File: config.mk
export PLATFORM = sky130hd
export DESIGN_NAME = execute_wb_arbiter_flat
export DESIGN_NICKNAME = d
export VERILOG_FILES = /design/src/rtl/execute_wb_arbiter_if.sv /design/src/rtl/execute_wb_arbiter.sv /design/src/flat_wrapper.sv
export SDC_FILE = /design/constraint.sdc
export NUM_CORES = 1
export LEC_CHECK = 0
export ABC_AREA = 1
export CAP_MARGIN = 25
export CELL_PAD_IN_SITES_DETAIL_PLACEMENT = 2
export CELL_PAD_IN_SITES_GLOBAL_PLACEMENT = 2
export CORE_AREA = 10 10 288 290
export CTS_CLUSTER_DIAMETER = 120
export DETAILED_ROUTE_END_ITERATION = 10
export DIE_AREA = 0 0 298 300
export HOLD_SLACK_MARGIN = 0.06
export PLACE_DENSITY_LB_ADDON = 0.1
export SETUP_SLACK_MARGIN = 0.02
export SYNTH_ARGS = -nofsm -noshare
export SYNTH_HDL_FRONTEND = slang
export SYNTH_SLANG_ARGS = --single-unit
File: constraint.sdc
create_clock -name clk -period 3.45 [get_ports clk]
set_input_delay 0.5175 -clock clk [delete_from_list [all_inputs] [get_ports clk]]
set_output_delay 0.5175 -clock clk [all_outputs]
set_load 0.005 [all_outputs]
File: src/rtl/execute_wb_arbiter_if.sv
// Bundle of exe/ddr write-back requests and register-file / stride-file steering outputs.
// The master drives the pipeline side. The slave is the arbiter.
interface execute_wb_arbiter_if #(
  parameter int NUM_PORTS = 8,
  parameter int DATA_W    = 32,
  parameter int ADDR_W    = 4,
  parameter int NUM_SRF   = 3
);
  logic                          exe_valid;
  logic                          exe_wen;
  logic                          exe_wide_wen;
  logic [ADDR_W-1:0]             exe_waddr;
  logic [DATA_W-1:0]             exe_wdata;
  logic [2*ADDR_W-1:0]           exe_raddr;
  logic [NUM_PORTS-1:0]          ddr_wen;
  logic [NUM_PORTS*ADDR_W-1:0]   ddr_waddr;
  logic [NUM_PORTS*DATA_W-1:0]   ddr_wdata;
  logic [NUM_PORTS*ADDR_W-1:0]   ddr_raddr;
  logic [NUM_PORTS-1:0]          rf_wen;
  logic [NUM_PORTS*ADDR_W-1:0]   rf_waddr;
  logic [NUM_PORTS*DATA_W-1:0]   rf_wdata;
  logic [NUM_PORTS*ADDR_W-1:0]   rf_raddr;
  logic                          rf_wide_wen;
  logic [ADDR_W-1:0]             rf_wide_offset;
  logic [NUM_SRF-1:0]            srf_wen;
  logic [DATA_W-1:0]             srf_value;
  logic [(2**ADDR_W)-1:0]        rf_pending;
  logic                          exe_stall;
  logic                          overflow_err;

  modport master (
    output exe_valid, exe_wen, exe_wide_wen, exe_waddr, exe_wdata, exe_raddr,
           ddr_wen, ddr_waddr, ddr_wdata, ddr_raddr,
    input  rf_wen, rf_waddr, rf_wdata, rf_raddr, rf_wide_wen, rf_wide_offset,
           srf_wen, srf_value, rf_pending, exe_stall, overflow_err
  );

  modport slave (
    input  exe_valid, exe_wen, exe_wide_wen, exe_waddr, exe_wdata, exe_raddr,
           ddr_wen, ddr_waddr, ddr_wdata, ddr_raddr,
    output rf_wen, rf_waddr, rf_wdata, rf_raddr, rf_wide_wen, rf_wide_offset,
           srf_wen, srf_value, rf_pending, exe_stall, overflow_err
  );
endinterface

File: src/rtl/execute_wb_arbiter.sv
// Write-back arbiter for register-file port 0. Exe writes win this port, and DDR writes that lose
// are queued and drained in order. Exe writes are decoded to the stride file, and read ports 0/1 are steered.
module execute_wb_arbiter #(
  parameter int NUM_PORTS  = 8,
  parameter int DATA_W     = 32,
  parameter int ADDR_W     = 4,
  parameter int NUM_SRF    = 3,
  parameter int PEND_DEPTH = 4
) (
  input logic                  clk,
  input logic                  rst,
  execute_wb_arbiter_if.slave  bus
);
  localparam int PTR_W   = $clog2(PEND_DEPTH);
  localparam int CNT_W   = PTR_W + 1;
  localparam int NUM_IDS = 2**ADDR_W;

  logic [PTR_W-1:0]  rd_ptr, wr_ptr;
  logic [CNT_W-1:0]  count;
  logic              s2_exe;
  logic              overflow_q;
  logic [ADDR_W-1:0] q_addr [PEND_DEPTH];
  logic [DATA_W-1:0] q_data [PEND_DEPTH];

  logic is_srf_id, exe_srf, exe_p0;
  logic q_empty, q_full, pop, push_req, push, drop;

  assign is_srf_id = (32'(bus.exe_waddr) < NUM_SRF);
  assign exe_srf   = bus.exe_wen & ~bus.exe_wide_wen & is_srf_id;
  assign exe_p0    = bus.exe_wen & ~bus.exe_wide_wen & ~is_srf_id;

  assign q_empty  = (count == '0);
  assign q_full   = (count == CNT_W'(PEND_DEPTH));
  assign pop      = ~exe_p0 & ~q_empty;
  // A queued write already waiting forces the new DDR write behind it to keep FIFO order
  assign push_req = bus.ddr_wen[0] & (exe_p0 | ~q_empty);
  assign push     = push_req & (~q_full | pop);
  assign drop     = push_req & ~push;

  always_comb begin
    bus.rf_wen   = bus.ddr_wen;
    bus.rf_waddr = bus.ddr_waddr;
    bus.rf_wdata = bus.ddr_wdata;
    if (exe_p0) begin
      bus.rf_wen[0]             = 1'b1;
      bus.rf_waddr[ADDR_W-1:0]  = bus.exe_waddr;
      bus.rf_wdata[DATA_W-1:0]  = bus.exe_wdata;
    end else if (pop) begin
      bus.rf_wen[0]             = 1'b1;
      bus.rf_waddr[ADDR_W-1:0]  = q_addr[rd_ptr];
      bus.rf_wdata[DATA_W-1:0]  = q_data[rd_ptr];
    end
  end

  always_comb begin
    bus.srf_wen = '0;
    for (int i = 0; i < NUM_SRF; i++)
      bus.srf_wen[i] = exe_srf & (32'(bus.exe_waddr) == i);
  end

  assign bus.srf_value      = bus.exe_wdata;
  assign bus.rf_wide_wen    = bus.exe_wen & bus.exe_wide_wen;
  assign bus.rf_wide_offset = bus.exe_waddr;
  assign bus.exe_stall      = q_full;
  assign bus.overflow_err   = overflow_q;

  always_comb begin
    bus.rf_raddr = bus.ddr_raddr;
    if (s2_exe)
      bus.rf_raddr[2*ADDR_W-1:0] = bus.exe_raddr;
  end

  always_comb begin
    bus.rf_pending = '0;
    for (int i = 0; i < PEND_DEPTH; i++)
      if (CNT_W'(i) < count)
        bus.rf_pending[q_addr[rd_ptr + PTR_W'(i)]] = 1'b1;
  end

  always_ff @(posedge clk or negedge rst) begin
    if (!rst) begin
      rd_ptr     <= '0;
      wr_ptr     <= '0;
      count      <= '0;
      s2_exe     <= 1'b0;
      overflow_q <= 1'b0;
    end else begin
      if (push) wr_ptr <= wr_ptr + PTR_W'(1);
      if (pop)  rd_ptr <= rd_ptr + PTR_W'(1);
      case ({push, pop})
        2'b10:   count <= count + CNT_W'(1);
        2'b01:   count <= count - CNT_W'(1);
        default: count <= count;
      endcase
      s2_exe <= bus.exe_valid;
      if (drop) overflow_q <= 1'b1;
    end
  end

  // Entry storage needs no reset; validity is tracked by the pointers and the count
  always_ff @(posedge clk) begin
    if (push) begin
      q_addr[wr_ptr] <= bus.ddr_waddr[ADDR_W-1:0];
      q_data[wr_ptr] <= bus.ddr_wdata[DATA_W-1:0];
    end
  end
endmodule

File: src/flat_wrapper.sv
// flat-port wrapper written by rule: the top's interface ports become plain ports
module execute_wb_arbiter_flat 
#(
  parameter int NUM_PORTS  = 8,
  parameter int DATA_W     = 32,
  parameter int ADDR_W     = 4,
  parameter int NUM_SRF    = 3,
  parameter int PEND_DEPTH = 4
)
  (clk, rst, bus_exe_valid, bus_exe_wen, bus_exe_wide_wen, bus_exe_waddr, bus_exe_wdata, bus_exe_raddr, bus_ddr_wen, bus_ddr_waddr, bus_ddr_wdata, bus_ddr_raddr, bus_rf_wen, bus_rf_waddr, bus_rf_wdata, bus_rf_raddr, bus_rf_wide_wen, bus_rf_wide_offset, bus_srf_wen, bus_srf_value, bus_rf_pending, bus_exe_stall, bus_overflow_err);
  execute_wb_arbiter_if #(.NUM_PORTS(NUM_PORTS), .DATA_W(DATA_W), .ADDR_W(ADDR_W), .NUM_SRF(NUM_SRF)) bus_i ();
  input logic clk;
  input logic rst;
  input wire logic [$bits(bus_i.exe_valid)-1:0] bus_exe_valid;
  input wire logic [$bits(bus_i.exe_wen)-1:0] bus_exe_wen;
  input wire logic [$bits(bus_i.exe_wide_wen)-1:0] bus_exe_wide_wen;
  input wire logic [$bits(bus_i.exe_waddr)-1:0] bus_exe_waddr;
  input wire logic [$bits(bus_i.exe_wdata)-1:0] bus_exe_wdata;
  input wire logic [$bits(bus_i.exe_raddr)-1:0] bus_exe_raddr;
  input wire logic [$bits(bus_i.ddr_wen)-1:0] bus_ddr_wen;
  input wire logic [$bits(bus_i.ddr_waddr)-1:0] bus_ddr_waddr;
  input wire logic [$bits(bus_i.ddr_wdata)-1:0] bus_ddr_wdata;
  input wire logic [$bits(bus_i.ddr_raddr)-1:0] bus_ddr_raddr;
  output wire logic [$bits(bus_i.rf_wen)-1:0] bus_rf_wen;
  output wire logic [$bits(bus_i.rf_waddr)-1:0] bus_rf_waddr;
  output wire logic [$bits(bus_i.rf_wdata)-1:0] bus_rf_wdata;
  output wire logic [$bits(bus_i.rf_raddr)-1:0] bus_rf_raddr;
  output wire logic [$bits(bus_i.rf_wide_wen)-1:0] bus_rf_wide_wen;
  output wire logic [$bits(bus_i.rf_wide_offset)-1:0] bus_rf_wide_offset;
  output wire logic [$bits(bus_i.srf_wen)-1:0] bus_srf_wen;
  output wire logic [$bits(bus_i.srf_value)-1:0] bus_srf_value;
  output wire logic [$bits(bus_i.rf_pending)-1:0] bus_rf_pending;
  output wire logic [$bits(bus_i.exe_stall)-1:0] bus_exe_stall;
  output wire logic [$bits(bus_i.overflow_err)-1:0] bus_overflow_err;
  assign bus_i.exe_valid = bus_exe_valid;
  assign bus_i.exe_wen = bus_exe_wen;
  assign bus_i.exe_wide_wen = bus_exe_wide_wen;
  assign bus_i.exe_waddr = bus_exe_waddr;
  assign bus_i.exe_wdata = bus_exe_wdata;
  assign bus_i.exe_raddr = bus_exe_raddr;
  assign bus_i.ddr_wen = bus_ddr_wen;
  assign bus_i.ddr_waddr = bus_ddr_waddr;
  assign bus_i.ddr_wdata = bus_ddr_wdata;
  assign bus_i.ddr_raddr = bus_ddr_raddr;
  assign bus_rf_wen = bus_i.rf_wen;
  assign bus_rf_waddr = bus_i.rf_waddr;
  assign bus_rf_wdata = bus_i.rf_wdata;
  assign bus_rf_raddr = bus_i.rf_raddr;
  assign bus_rf_wide_wen = bus_i.rf_wide_wen;
  assign bus_rf_wide_offset = bus_i.rf_wide_offset;
  assign bus_srf_wen = bus_i.srf_wen;
  assign bus_srf_value = bus_i.srf_value;
  assign bus_rf_pending = bus_i.rf_pending;
  assign bus_exe_stall = bus_i.exe_stall;
  assign bus_overflow_err = bus_i.overflow_err;
  execute_wb_arbiter #(.NUM_PORTS(NUM_PORTS), .DATA_W(DATA_W), .ADDR_W(ADDR_W), .NUM_SRF(NUM_SRF), .PEND_DEPTH(PEND_DEPTH)) u_core (.clk(clk), .rst(rst), .bus(bus_i));
endmodule
==> Word level (Yosys, flattened, before mapping) <==
Memories as Yosys holds them, arrays and structs flattened.
Index checks and enable logic that the tools add are counted.
{ "classes": {"addsub": 6, "order_cmp": 13, "eq_ne": 5, "muxes": 22, "n_bitwise": 22, "n_reduce_logical": 7} }
{ "op_table": {"columns": ["op", "count"], "rows": [
  ["2-to-1 mux 16 bit", 4],
  ["2-to-1 mux 32 bit", 2],
  ["bitwise OR 16 bit", 3],
  ["less-than comparator 4 x 5 -> 1 bit (second input constant)", 4],
  ["demux 1 bit (select 4 bit)", 4],
  ["greater-or-equal comparator 4 x 1 -> 1 bit (second input constant)", 4],
  ["AND 1 bit", 11],
  ["2-to-1 mux 1 bit", 8],
  ["2-to-1 mux 4 bit", 2],
  ["2-to-1 mux 8 bit", 1],
  ["less-than comparator 1 x 3 -> 1 bit (first input constant)", 2],
  ["less-than comparator 2 x 3 -> 1 bit (first input constant)", 2],
  ["NOT 1 bit", 6],
  ["one-hot mux 3 bit (2 select lines)", 1],
  ["adder 2 x 1 -> 2 bit (second input constant)", 2],
  ["adder 2 bit (second input constant)", 2],
  ["== test 4 x 1 -> 1 bit (second input constant)", 1],
  ["== test 4 x 2 -> 1 bit (second input constant)", 1],
  ["logical AND 1 bit", 4],
  ["zero test 4 bit", 1],
  ["less-than comparator 4 x 2 -> 1 bit (second input constant)", 1],
  ["adder 3 x 1 -> 3 bit (second input constant)", 1],
  ["== test 3 bit (second input constant)", 1],
  ["zero test 3 bit", 1],
  ["other kinds (5)", 6]
]} }
{ "totals": {"reg_bits": 9, "ram_bits": 144, "inputBits": 377, "output_inout_bits": 386, "n_memories": 2} }
{ "memory_table": {"columns": ["memory", "words", "width", "rd", "rd_ports_with_merged_regs", "wr", "line", "rtl"], "rows": [
  ["u_core.q_data", 4, 32, 1, 0, 1, "execute_wb_arbiter.sv:23", "logic [DATA_W-1:0] q_data [PEND_DEPTH];"],
  ["u_core.q_addr", 4, 4, 4, 0, 1, "execute_wb_arbiter.sv:22", "logic [ADDR_W-1:0] q_addr [PEND_DEPTH];"]
]} }

==> Longest topological paths before layout <==
Gate-level depths: netlist (run 1).
An unclocked memory read counts as a cell.
{ "depth": {"depth_word": 12, "depth_mapped": 11} }

==> Worst setup path after synthesis (run 1) <==
OpenSTA, ideal clock, no wires.
{ "synth_path": {"kind": "input -> register", "startpoint": "input bus_exe_waddr[3]", "endpoint": "memory u_core.q_addr[0][0], enable pin", "setup_ns": 0.429, "arrival_ns": 2.601, "t_required_ns": 3.021, "path_slack_ns": 0.420, "stages": 5, "path_buffers": 0, "path_cell_list": "nor2_2 -> a21oi_4 -> nand2_1 -> nand3_2 -> nor2_1"} }
{ "synth_between": {"elab_chain_len": 9, "word_cells_on_any_way": 11, "cone_classes": "order compare: 1; mux: 2; bitwise: 8"} }
{ "synth_rtl": {"columns": ["element", "line", "rtl"], "rows": [
  ["start, declared", "flat_wrapper.sv:17", "input wire logic [$bits(bus_i.exe_waddr)-1:0] bus_exe_waddr;"],
  ["less-than comparator 4 x 2 -> 1 bit *", "execute_wb_arbiter.sv:28", "assign is_srf_id = (32'(bus.exe_waddr) < NUM_SRF);"],
  ["NOT 1 bit *", "execute_wb_arbiter.sv:30", "assign exe_p0 = bus.exe_wen & ~bus.exe_wide_wen & ~is_srf_id;"],
  ["AND 1 bit *", "execute_wb_arbiter.sv:30", null],
  ["NOT 1 bit", "execute_wb_arbiter.sv:34", "assign pop = ~exe_p0 & ~q_empty;"],
  ["AND 1 bit", "execute_wb_arbiter.sv:34", null],
  ["bitwise OR 1 bit", "execute_wb_arbiter.sv:37", "assign push = push_req & (~q_full | pop);"],
  ["AND 1 bit *", "execute_wb_arbiter.sv:37", null],
  ["2-to-1 mux 1 bit *", "execute_wb_arbiter.sv:102", "if (push) begin"],
  ["2-to-1 mux 1 bit (not written as such) *", "execute_wb_arbiter.sv:103", "q_addr[wr_ptr] <= bus.ddr_waddr[ADDR_W-1:0];"],
  ["end, declared", "execute_wb_arbiter.sv:22", null]
]} }
Every way passes the cells marked *; elsewhere a longest branch is shown, timed or not.

==> Worst setup path after layout (run 1) <==
{ "layout_path": {"startpoint": "register u_core.count[1]", "endpoint": "output bus_rf_waddr[2]"} }
{ "layout_between": {"elab_chain_len": 5} }
{ "layout_rtl": {"columns": ["element", "line", "rtl"], "rows": [
  ["start, declared", "execute_wb_arbiter.sv:19", "logic [CNT_W-1:0] count;"],
  ["start signal, assigned", "execute_wb_arbiter.sv:91", "2'b10: count <= count + CNT_W'(1);"],
  ["start signal, assigned", "execute_wb_arbiter.sv:92", "2'b01: count <= count - CNT_W'(1);"],
  ["start signal, assigned", "execute_wb_arbiter.sv:93", "default: count <= count;"],
  ["zero test 3 bit", "execute_wb_arbiter.sv:32", "assign q_empty = (count == '0);"],
  ["NOT 1 bit", "execute_wb_arbiter.sv:34", null],
  ["AND 1 bit", "execute_wb_arbiter.sv:34", null],
  ["2-to-1 mux 4 bit", "execute_wb_arbiter.sv:48", "end else if (pop) begin"],
  ["2-to-1 mux 4 bit", "execute_wb_arbiter.sv:44", "if (exe_p0) begin"],
  ["end, declared", "flat_wrapper.sv:25", "output wire logic [$bits(bus_i.rf_waddr)-1:0] bus_rf_waddr;"]
]} }
Every way passes these cells.

==> results of run 1 <==
[worst max-delay path by stage]
| stage | start | endpoint | slack [ns] | cells past startpoint |
|---|---|---|---|---|
| detailed placement | bus_exe_waddr[3] | bus_rf_waddr[0] | 0.15 | 9 |
| floorplan | bus_exe_waddr[3] | u_core.q_addr[0][0] | 0.42 | 5 |
| global placement | bus_exe_waddr[3] | bus_rf_waddr[0] | 0.16 | 9 |
| CTS | u_core.rd_ptr[0] | bus_rf_pending[14] | 0.04 | 11 |
| finish | u_core.count[1] | bus_rf_waddr[2] | 0.21 | 10 |
| global route | u_core.rd_ptr[0] | bus_rf_pending[14] | 0.02 | 12 |
[per-layer routing]
| layer | global-route usage [%] | vias up |
|---|---|---|
| met5 | 1.730 | - |
| met4 | 4.045 | 8 |
| met3 | 8.364 | 114 |
| met2 | 16.39 | 462 |
| met1 | 12.25 | 3546 |
| li1 | - | 3394 |
[cells by family (layout without fill, tap and decap cells)]
group,Yosys count,count (layout),share of synthesized area [%]
simple gates,563,563,22.04
buf+inv,400,321,27.00
flops,153,153,44.52
compound gates,57,57,4.163
fa+ha+maj,8,8,0.9795
mux,8,8,0.8815
xor+xnor,5,5,0.4285
other cells,0,2,0
[registers in the layout (all words and copies together) (netlist names)]
signal,flops
u_core.s2_exe,1
u_core.rd_ptr,2
u_core.q_addr,16
u_core.wr_ptr,2
u_core.count,3
u_core.bus.overflow_err,1
u_core.q_data,128
[where the power goes]
| group | total [mW] | switching [mW] | internal, mW |
|---|---|---|---|
| registers | 2.59 | 0.152 | 2.44 |
| clock network | 2.04 | 0.869 | 1.17 |
| logic | 5.71 | 3.51 | 2.21 |
| total | 10.3 | 4.53 | 5.82 |
[cell usage in the layout, fill, tap and decap left out, types with 5 or more instances in the layout]
| master | synthesis | routed |
|---|---|---|
| inv_1 | 44 | 44 |
| dfrtp_1 | 9 | 6 |
| clkbuf_16 | 0 | 17 |
| buf_4 | 322 | 30 |
| ha_1 | 8 | 8 |
| inv_6 | 0 | 6 |
| xor2_1 | 5 | 5 |
| buf_12 | 0 | 15 |
| nand2_2 | 0 | 6 |
| nand4_1 | 18 | 18 |
| nor2_4 | 0 | 6 |
| a22oi_1 | 43 | 43 |
| nor2_1 | 107 | 101 |
| nand3_1 | 65 | 63 |
| edfxtp_1 | 144 | 144 |
| nand2_1 | 369 | 361 |
| mux2_2 | 8 | 8 |
| clkdlybuf4s50_1 | 0 | 195 |
[cells in the mapped netlist]
cell type / instances / area [um2]
a21oi_1: 2 / 10.01
a21oi_4: 1 / 16.27
a22o_1: 1 / 8.760
a22oi_1: 43 / 322.8
buf_2: 13 / 65.06
buf_4: 322 / 2417
buf_6: 4 / 45.04
clkbuf_1: 14 / 52.55
dfrtp_1: 9 / 225.2
edfxtp_1: 144 / 4324
ha_1: 8 / 100.1
inv_1: 44 / 165.2
inv_2: 2 / 7.510
inv_4: 1 / 6.260
mux2_2: 8 / 90.09
nand2_1: 369 / 1385
nand3_1: 65 / 325.3
nand3_2: 1 / 10.01
nand4_1: 18 / 112.6
nor2_1: 107 / 401.6
nor2_2: 2 / 12.51
nor3_1: 1 / 5.000
o211ai_1: 3 / 22.52
o21ai_0: 4 / 20.02
o21bai_1: 1 / 7.510
o221ai_1: 2 / 17.52
xor2_1: 5 / 43.79
[area by class of cell]
cell class / count / area, um2 / area share, %
sequential: 153 / 4553 / 37.37
multi-input combinational: 641 / 3013 / 24.73
timing repair buffer: 242 / 2501 / 20.53
tap: 1040 / 1301 / 10.68
clock buffer: 17 / 425.4 / 3.492
clock inverter: 15 / 205.2 / 1.684
inverter: 47 / 178.9 / 1.469
antenna: 2 / 5.005 / 0.04108
[repair_timing]
item / 4_1_cts / 5_1_grt
pin swaps: 0 / 1
gates resized for setup: 11 / 11
endpoints found under the setup margin: 18 / 20
==> key figures, run 1 <==
Floorplan
  • Core area: 77080 um2
  • Ports: 763
  • Die area: 89400 um2
  • Die height: 300 um
  • Initial Util: 13.26%
  • Site Rows: 102
  • Die X: 298 um

Drt
  • Wl on met1: 20.16 mm
  • Vias per cell: 3.488
  • Max layer used: met5
  • Initial drt markers: 294
  • Routed length on met3: 8.327 mm
  • Final wirelength: 52.11 mm
  • DRT Pass-1 Iters: 4
  • Routed wl met2: 22.03 mm
  • Vias: 7524
  • Antenna viol nets, final: 0
  • DR WL/cell: 24.16 um
  • Drt drc: 0

Timing
  • Total negative slack: 0 ns
  • Final min period: 3.238 ns
  • Worst hold slack: 0.4613 ns
  • RSZ-0062 raised after global routing: no
  • Fmax: 308.9 MHz
  • Final Worst Setup Slack: 0.2122 ns
  • Setup Viol. Count Final: 0
  • Period utilisation layout: 93.85%
  • Worst slew pin tran: 0.6369 ns
  • Rel. slew slack: 57.41%
  • Final Slew Violations: 0
  • Hold Vio Cnt, Final: 0
  • Clock skew: 0.007672 ns

Clock network
  • Postcts setup bufs: 0
  • CTS Buf Count: 17
  • Reg clk slew, reported paths: 0.07 ns
  • CTS Buffer Depth: 2
  • TritonCTS Sinks: 153
  • Hold-fix buffers at CTS: 0
  • Clock root cell: clkbuf_16
  • Skew-Pair Late Insertion Delay: 0.45 ns
  • TritonCTS clock tree: done
  • H-tree lvl count: 4

Power
  • Total power: 10.34 mW
  • Power Density: 848.8 nW/um2
  • Leak: 4.518 nW
  • Largest vdd supply drop: 0.2217 mV

GRT
  • Total gr overflow: 0
  • GRT Util Overall: 11.24%
  • First-pass GRT wire length: 70.77 mm
  • Antenna violations before repair: 5
  • Pin count of the biggest net entering global routing: 35
  • Vias in the first global route: 8380

Critical path
  • Max stage delay cell, worst path: clkdlybuf4s50_1
  • Crit path kind: reg2out
  • Setup crit start kind: register
  • CP dominant cell by count: inv_1
  • Reg2Reg Depth: 9
  • Worst EP required: 2.93 ns
  • Reg2Reg Setup Slack: 1.15 ns
  • Crit path buffers/inverters: 6
  • Worst-path maximum fanout: 4
  • Max incr delay on CP: 0.54 ns
  • Arrival @ worst endpoint: 2.72 ns
  • Worst R2R End: u_core.q_data[2][9]
  • CP cell instances: inv_1, ha_1, inv_1, nor2_2, buf_4, inv_1, nand2_1, o211ai_1, buf_4, clkdlybuf4s50_1
  • Crit. End Element: output pin
  • CP top delay family: buffers and inverters
  • Worst r2r src: u_core.count[1]

Finish
  • Layout cells sized above 1: 10.31%
  • Post-layout util: 15.80%
  • Area grow syn2layout: 19.21%
  • Post-route insts no fill: 2157
  • Final Cell Area: 12180 um2
  • Net count, final: 1487
  • Fill count: 8939

Synth
  • Netlist cell types: 27
  • Post-Synthesis Cells: 1194
  • Syn_nets: 1579
  • Avg Cell Area, Syn: 8.559 um2
  • Sequential fraction of the synthesis area: 44.52%
  • Yosys warning total: 0
  • Cell Area, Synth: 10220 um2
  • Yosys reg bits: 153

Place
  • Post-DP HPWL: 41.91 mm
  • DP Cell Count: 2123
  • GPL Wtd Cong: 0.6808
  • Pre-CTS setup slack: 0.1540 ns
  • Port bufs: 196
  • Post-DP Area: 11480 um2

Run
  • Max-cap violations: 0

Status
  • Status: completed

Min path
  • Hold/Removal Path Class: in2async
Note: power is estimated with default switching activity, not from simulation.
==> inputs of run 2 (changes only) <==
--- a/config.mk
+++ b/config.mk
@@ -13,6 +13,7 @@
 export CTS_CLUSTER_DIAMETER = 120
 export DETAILED_ROUTE_END_ITERATION = 10
 export DIE_AREA = 0 0 298 300
+export GPL_TIMING_DRIVEN = 1
 export HOLD_SLACK_MARGIN = 0.06
 export PLACE_DENSITY_LB_ADDON = 0.1
 export SETUP_SLACK_MARGIN = 0.02
==> results of run 2 <==
No change in the layout: final DEF, timing and power equal those of run 1.
==> inputs of run 3 (changes only) <==
--- a/config.mk
+++ b/config.mk
@@ -17,6 +17,8 @@
 export HOLD_SLACK_MARGIN = 0.06
 export PLACE_DENSITY_LB_ADDON = 0.1
 export SETUP_SLACK_MARGIN = 0.02
+export SKIP_LAST_GASP = 1
 export SYNTH_ARGS = -nofsm -noshare
 export SYNTH_HDL_FRONTEND = slang
 export SYNTH_SLANG_ARGS = --single-unit
+export TNS_END_PERCENT = 100
==> results of run 3 <==
No change in the layout: final DEF, timing and power equal those of run 1.
